--- src/rtl/pipe_pkg.sv ---
// Shared encodings for the 5-stage pipeline hazard controller: forwarding
// select codes, hazard FSM state encodings and the hard-wired zero register.
package pipe_pkg;

  localparam logic [1:0] FWD_RF  = 2'b00;
  localparam logic [1:0] FWD_MEM = 2'b10;
  localparam logic [1:0] FWD_WB  = 2'b01;

  localparam logic [0:0] S_RUN      = 1'b0;
  localparam logic [0:0] S_MDU_BUSY = 1'b1;

  localparam logic [4:0] REG_ZERO = 5'd0;

endpackage

--- src/rtl/hazard_fwd_unit.sv ---
// Combinational EX-operand forwarding select for one source register.
// MEM result wins over WB result; $0 is never forwarded.
module hazard_fwd_unit
  import pipe_pkg::*;
(
  input  logic [4:0] src,
  input  logic       me_reg_write,
  input  logic [4:0] me_write_reg,
  input  logic       wb_reg_write,
  input  logic [4:0] wb_write_reg,
  output logic [1:0] fwd_sel
);

  always_comb begin
    // NOTE: assign a default before any branch so no path leaves the output
    // unassigned, which would infer a latch.
    fwd_sel = FWD_RF;
    if (src != REG_ZERO) begin
      if (me_reg_write && (me_write_reg == src)) begin
        fwd_sel = FWD_MEM;
      end else if (wb_reg_write && (wb_write_reg == src)) begin
        fwd_sel = FWD_WB;
      end
    end
  end

endmodule

--- src/rtl/pipeline_hazard_ctrl.sv ---
// Hazard/sequencing controller: load-use and HI/LO stalls, redirect flushes,
// forwarding selects and the MULT/DIV busy window. Optional perf counters via PIPE_HAZARD_PERF_EN.
module pipeline_hazard_ctrl
  import pipe_pkg::*;
#(
  parameter int MDU_LATENCY = 32,
  parameter int CNT_W       = 6
) (
  input  logic       clock,
  input  logic       reset,
  input  logic [4:0] id_rs,
  input  logic [4:0] id_rt,
  input  logic       id_uses_rs,
  input  logic       id_uses_rt,
  input  logic       id_reads_hilo,
  input  logic       id_is_mdu,
  input  logic [4:0] ex_rs,
  input  logic [4:0] ex_rt,
  input  logic       ex_reg_write,
  input  logic       ex_mem_read,
  input  logic [4:0] ex_write_reg,
  input  logic       ex_mdu_start,
  input  logic [2:0] ex_pc_src,
  input  logic       me_reg_write,
  input  logic [4:0] me_write_reg,
  input  logic       wb_reg_write,
  input  logic [4:0] wb_write_reg,
  output logic       pc_en,
  output logic       ifid_en,
  output logic       ifid_flush,
  output logic       idex_flush,
  output logic [1:0] fwd_a,
  output logic [1:0] fwd_b,
  output logic       mdu_busy
`ifdef PIPE_HAZARD_PERF_EN
  ,
  output logic [31:0] perf_stall_cnt,
  output logic [31:0] perf_flush_cnt
`endif
);

  logic [0:0]       state_q, state_d;
  logic [CNT_W-1:0] cnt_q, cnt_d;

  logic load_use;
  logic hilo_stall;
  logic stall;
  logic redirect;

  // MULT/DIV busy window: the counter holds the remaining busy cycles minus one.
  always_comb begin
    state_d = state_q;
    cnt_d   = cnt_q;
    case (state_q)
      S_RUN: begin
        if (ex_mdu_start) begin
          state_d = S_MDU_BUSY;
          cnt_d   = CNT_W'(MDU_LATENCY - 1);
        end
      end
      S_MDU_BUSY: begin
        if (cnt_q == '0) begin
          state_d = S_RUN;
        end else begin
          cnt_d = cnt_q - CNT_W'(1);
        end
      end
      default: begin
        state_d = S_RUN;
        cnt_d   = '0;
      end
    endcase
  end

  // NOTE: sequential state uses non-blocking assignments so every flop
  // samples its pre-edge inputs regardless of block ordering.
  always_ff @(posedge clock or posedge reset) begin
    if (reset) begin
      state_q <= S_RUN;
      cnt_q   <= '0;
    end else begin
      state_q <= state_d;
      cnt_q   <= cnt_d;
    end
  end

  assign mdu_busy = (state_q == S_MDU_BUSY);

  always_comb begin
    load_use = 1'b0;
    if (ex_mem_read && ex_reg_write && (ex_write_reg != REG_ZERO)) begin
      load_use = (id_uses_rs && (id_rs == ex_write_reg)) ||
                 (id_uses_rt && (id_rt == ex_write_reg));
    end
  end

  assign hilo_stall = mdu_busy && (id_reads_hilo || id_is_mdu);
  assign stall      = load_use || hilo_stall;
  assign redirect   = (ex_pc_src != 3'b000);

  // A redirect squashes the stalled ID instruction, so it overrides the stall.
  assign pc_en      = redirect || !stall;
  assign ifid_en    = redirect || !stall;
  assign ifid_flush = redirect;
  assign idex_flush = redirect || stall;

  hazard_fwd_unit u_fwd_a (
    .src          (ex_rs),
    .me_reg_write (me_reg_write),
    .me_write_reg (me_write_reg),
    .wb_reg_write (wb_reg_write),
    .wb_write_reg (wb_write_reg),
    .fwd_sel      (fwd_a)
  );

  hazard_fwd_unit u_fwd_b (
    .src          (ex_rt),
    .me_reg_write (me_reg_write),
    .me_write_reg (me_write_reg),
    .wb_reg_write (wb_reg_write),
    .wb_write_reg (wb_write_reg),
    .fwd_sel      (fwd_b)
  );

`ifdef PIPE_HAZARD_PERF_EN
  logic [31:0] perf_stall_q, perf_stall_d;
  logic [31:0] perf_flush_q, perf_flush_d;

  always_comb begin
    perf_stall_d = perf_stall_q + (pc_en ? 32'd0 : 32'd1);
    perf_flush_d = perf_flush_q + (ifid_flush ? 32'd1 : 32'd0);
  end

  always_ff @(posedge clock or posedge reset) begin
    if (reset) begin
      perf_stall_q <= '0;
      perf_flush_q <= '0;
    end else begin
      perf_stall_q <= perf_stall_d;
      perf_flush_q <= perf_flush_d;
    end
  end

  assign perf_stall_cnt = perf_stall_q;
  assign perf_flush_cnt = perf_flush_q;
`endif

endmodule

--- config.mk ---
export PLATFORM = sky130hd
export DESIGN_NAME = pipeline_hazard_ctrl
export DESIGN_NICKNAME = d
export VERILOG_FILES = /design/src/rtl/pipe_pkg.sv /design/src/rtl/hazard_fwd_unit.sv /design/src/rtl/pipeline_hazard_ctrl.sv
export SDC_FILE = /design/constraint.sdc
export NUM_CORES = 1
export LEC_CHECK = 0
export CORE_MARGIN = 4
export CORE_UTILIZATION = 35
export DETAILED_ROUTE_END_ITERATION = 6
export PLACE_DENSITY = 0.81
export SYNTH_ARGS = -nofsm -noshare
export SYNTH_HDL_FRONTEND = slang
export SYNTH_HIERARCHICAL = 1
export SYNTH_SLANG_ARGS = --single-unit
export TNS_END_PERCENT = 10
--- constraint.sdc ---
create_clock -name clock -period 1.55 [get_ports clock]
set_input_delay 0.31 -clock clock [delete_from_list [all_inputs] [get_ports clock]]
set_output_delay 0.31 -clock clock [all_outputs]
set_load 0.01 [all_outputs]
# After elaboration in Yosys (flattened, before gate mapping)
# Cells that the tools add are included.
totals:
  mem_bits_ro: 0
  input_bits: 49
  memories: 0
  mem_bits_rw: 0
  latchBits: 0
  register_bits: 7
classes:
  eq_ne: 8
  shift: 0
  div: 0
  n_mux: 13
  n_mul: 0
  order_cmp: 0
  n_bitwise: 1
  add_sub_neg: 1
  n_reduce_logical: 21
op_table:
  columns: ["cell", "n"]
  rows:
  - ["== test 5 bit", 6]
  - ["nonzero test 5 bit", 3]
  - ["2-to-1 mux 6 bit", 2]
  - ["one-hot mux 6 bit (2 select lines)", 1]
  - ["logical AND 1 bit", 9]
  - ["2-to-1 mux 2 bit", 4]
  - ["zero test 6 bit", 1]
  - ["subtractor 6 x 1 -> 6 bit (second input constant)", 1]
  - ["logical OR 1 bit", 5]
  - ["2-to-1 mux 1 bit", 5]
  - ["inequality test 2 bit (second input constant)", 2]
  - ["nonzero test 3 bit", 1]
  - ["one-hot mux 1 bit (2 select lines)", 1]
  - ["AND reduction 2 bit", 1]
  - ["zero test 1 bit", 1]
  - ["NOT 1 bit", 1]

# Logic depth before layout (Yosys ltp)
depth:
  depth_word: 7
  depth_mapped: 6

# Modules after synthesis
# The synthesis kept the hierarchy.
modules_own_cells:
  columns: ["mod", "cells_per_inst", "seq_area_each_um2", "n_inst", "area_per_inst_um2"]
  rows:
  - ["pipeline_hazard_ctrl", 64, 175.2, 1, 554.3]
  - ["hazard_fwd_unit", 18, 0.0, 2, 132.6]

# Worst setup path before layout
# No wires, ideal clock.
synth_timing:
  path_kind: "input to output"
  startpoint: "input port ex_pc_src[1]"
  endpoint: "output port pc_en"
  cell_stages: 4
  path_slack_ns: -0.011
  path_buffers: 1
  arrival_ns: 1.251
  cell_sequence: "or3_1 > a211oi_1 > a21oi_1 > buf_4"
synth_via:
  elab_chain_len: 2
synth_rtl:
  columns: ["item", "line", "text"]
  rows:
  - ["from (decl)", "pipeline_hazard_ctrl.sv:23", "input logic [2:0] ex_pc_src,"]
  - ["nonzero test 3 bit", "pipeline_hazard_ctrl.sv:99", "assign redirect = (ex_pc_src != 3'b000);"]
  - ["logical OR 1 bit", null, null]
  - ["to (decl)", "pipeline_hazard_ctrl.sv:28", "output logic pc_en,"]
# No other way between the ends.

# Worst setup path after layout
layout_timing:
  startpoint: "input port ex_rs[2]"
  endpoint: "output port fwd_a[0]"
layout_via:
  elab_chain_len: 5
  word_cells_on_any_way: 8
  classes_between: "eq/ne: 2; mux: 3; reduce/logical: 3"
layout_rtl:
  columns: ["item", "line", "text"]
  rows:
  - ["from (decl)", "pipeline_hazard_ctrl.sv:17", "input logic [4:0] ex_rs,"]
  - ["== test 5 bit", "hazard_fwd_unit.sv:21", "end else if (wb_reg_write && (wb_write_reg == src)) begin"]
  - ["logical AND 1 bit", "hazard_fwd_unit.sv:21", null]
  - ["2-to-1 mux 1 bit", "hazard_fwd_unit.sv:21", null]
  - ["2-to-1 mux 2 bit", "hazard_fwd_unit.sv:19", "if (me_reg_write && (me_write_reg == src)) begin"]
  - ["2-to-1 mux 2 bit *", "hazard_fwd_unit.sv:18", "if (src != REG_ZERO) begin"]
  - ["to (decl)", "pipeline_hazard_ctrl.sv:32", "output logic [1:0] fwd_a,"]
# Mark *: on every way between the ends. The rest lies on a longest branch, timed or not.

==> out/qor.yml <==
cells_and_area:
  areaGrowthSynthToFinish_pct: 81.53
  final_nets: 221
  n_antenna_cell: 0
  drive_above_1_share_pct: 40.00
  final_cell_mix: "buf_2, xnor2_1, dlygate4sd2_1"
  post-route-util_pct: 67.25
  final_common_cell: "buf_2"
power:
  switching_share_pct: 37.91
  p_sw_mw: 0.4244
  p_comb_share_pct: 53.7
  intPower_mw: 0.6952
  power.density_mw_per_mm2: 752.6
  clockPowerShare_pct: 14.0
  power.leakage_nw: 0.6541
  seqPwrFrac_pct: 32.3
  irDropWorstVdd_mv: 0.7692
placement:
  dp_slack_ns: -0.8763
  routabilityCongestion: 0.9081
  hpwl_um: 2278
  port-buffer-count: 57
routing:
  drtAntennaViolNets: 0
  first_pass_iters: 2
  first_iter_violations: 12
  vias_per_cell: 4.919
  drc: 0
  routed_wl_um: 2777
  vias: 974
  avgRoutedWirePerCell_um: 14.03
timing:
  layout_min_cycle_time_ns: 1.641
  relSlewSlack_pct: 75.40
  worst_pin_slew_ns: 0.3674
  min_period_over_period_pct: 105.9
  rsz0062_at_grt: "yes"
  fin_hold_ws_ns: 0.2958
  drv_slew: 0
  setup_ws_ns: -0.09089
  setup_viol: 7
  finalHoldViolCount: 0
  fmax_mhz: 609.4
  skew_ns: 0.001514
die:
  dieArea_sq_mm: 0.003180
  die-height_um: 56.39
  fp.dieW_um: 56.39
  start_util_pct: 37.05
  core-area_sq_mm: 0.002212
  ios: 58
  placementRows: 17
synthesis:
  synth_xor_area_share_pct: 34.20
  ys_seq_area_share_pct: 21.37
  synth_largest_area_cell: "xnor2_1"
  synth.distinct_cells: 26
  synth_nets: 150
  synth_mux_area_share_pct: 1.221
  synth_compound_area_share_pct: 8.702
  synth_area_per_cell_sq_um: 8.195
  yosysWarnings: 6
  yosysTopAreaCellShare_pct: 25.65
  syn_area_sq_um: 819.5
  synth_top_family_by_area: "XOR/XNOR gates"
  synthTopCellsByArea: "xnor2_1, dfrtp_1, xor2_1"
  synth_seq_cells: 7
  synth-simple-area-share_pct: 29.77
  synth_fa_ha_area_share_pct: 1.527
  synthCells: 100
global_routing:
  grt_max_degree: 8
  track_usage_pct: 17.26
  globalRouteOverflowTotal: 0
  grt_pass1_wl_um: 4388
  antenna_found_initial: 0
  grt_pass1_vias: 984
status:
  outcome: "finished with violations"
  violations: "negative setup slack"
critical_path:
  path_delay_family: "simple AND/OR/NAND/NOR gates"
  reg2reg_depth: 6
  slowest_stage: "nor4_1"
  worstSetupPathType: "input port to output port"
  worstSetupEndpointType: "output port"
  crit_path_cell_trace: "buf_8 > xor2_1 > nor4_1 > nand3_1 > nor4b_2 > buf_2"
  regToRegSetupSlack_ns: 0.12
  crit_required_ns: 1.24
  path_buf_inv: 2
  startpoint_type: "input port"
  cp.arrival_ns: 1.33
  r2r-start: "cnt_q[0]"
  r2r_end: "cnt_q[5]"
  path_max_fanout: 3
  max_stage_delay_ns: 0.32
cts:
  cts_buffers: 3
  cts_tree: "done"
  hold_buffers: 0
  cts_root_buf: "clkbuf_4"
  clock_latency_ns: 0.24
  clk_pin_slew_ns: 0.05
  cts_max_path_buffers: 2
  numClockSinks: 7
  cts_htree_levels: 1
min_path:
  hold_class: "input port to asynchronous set/reset pin"
flow_run:
  cap_violations: 0
-- worst max path at each step --
stage / to / from / depth (start not counted) / slack, ns
final: fwd_a[0] / ex_rs[2] / 6 / -0.09
after CTS: fwd_b[0] / ex_rt[1] / 6 / -0.10
after global placement: fwd_b[1] / ex_rt[0] / 6 / -0.84
after floorplan: pc_en / ex_pc_src[1] / 4 / 0.04
after global routing: fwd_a[0] / ex_rs[2] / 6 / -0.12
after detailed placement: fwd_b[1] / ex_rt[0] / 6 / -0.88
-- cells in the mapped netlist, drive strengths merged --
cell / count
inv: 5
ha: 1
a211oi: 2
nand3: 3
buf: 1
nand4: 4
a21oi: 3
dfrtp: 7
nand2b: 1
nor2: 9
nor4b: 4
nor4: 3
a21o: 1
or2b: 2
o22ai: 1
and2b: 1
o21ai: 2
or4: 3
xnor2: 24
nand2: 10
xor2: 8
a31oi: 2
mux2i: 1
or3: 2
-- registers in the layout (all words and copies together), names as in the netlist --
name / flops
mdu_busy: 1
cnt_q: 6
-- power by group through the flow --
stage / logic, mW / registers, mW / clock network (mW)
after CTS: 0.590 / 0.360 / 0.164
after floorplan: 0.352 / 0.354 / 0
after detailed placement: 0.611 / 0.362 / 0
after global routing: 0.671 / 0.375 / 0.180
final: 0.601 / 0.362 / 0.157
after global placement: 0.586 / 0.356 / 0
-- what timing repair did --
item	4_1_cts	5_1_grt
buffers inserted	6	1
pin swaps	33	17
endpoints found under the setup margin	9	9
resized for setup	180	12
-- final cells by class --
| class | count | area [sq um] |
|---|---|---|
| repair buffers | 67 | 515.5 |
| multi-input cells | 87 | 716.9 |
| fillers | 194 | 724.4 |
| well taps | 28 | 35.03 |
| inverters | 5 | 18.77 |
| clock buffers | 4 | 26.28 |
| flip-flops and latches | 7 | 175.2 |
-- logic make-up (layout without fill, tap and decap cells) --
group	count (synthesis)	count (layout)
AND/OR/NAND/NOR	42	42
XOR/XNOR	32	32
AO/OA/AOI/OAI	11	11
flip-flops	7	7
buffers and inverters	6	76
adder cells (fa/ha/maj)	1	1
multiplexers	1	1
-- per-stage QoR --
stage,total power [mW],cell area [sq um],cells,TNS [ns]
final,1.120,1488,198,-0.3739
after global routing,1.226,1488,198,-0.6111
after CTS,1.115,1448,197,-0.4851
after detailed placement,0.9731,1456,188,-6.309
after global placement,0.9418,1456,188,-5.965
after floorplan,0.7068,828.3,100,0
-- layer usage --
| layer | up-vias | wire, um | track usage, % |
|---|---|---|---|
| met4 | 0 | 57 | 7.119 |
| met2 | 14 | 1652 | 34.89 |
| met1 | 466 | 1009 | 16.85 |
| met3 | 6 | 57 | 2.759 |
| met5 | - | 0 | 0 |
| li1 | 488 | - | - |
(Power assumes the default switching activity.)
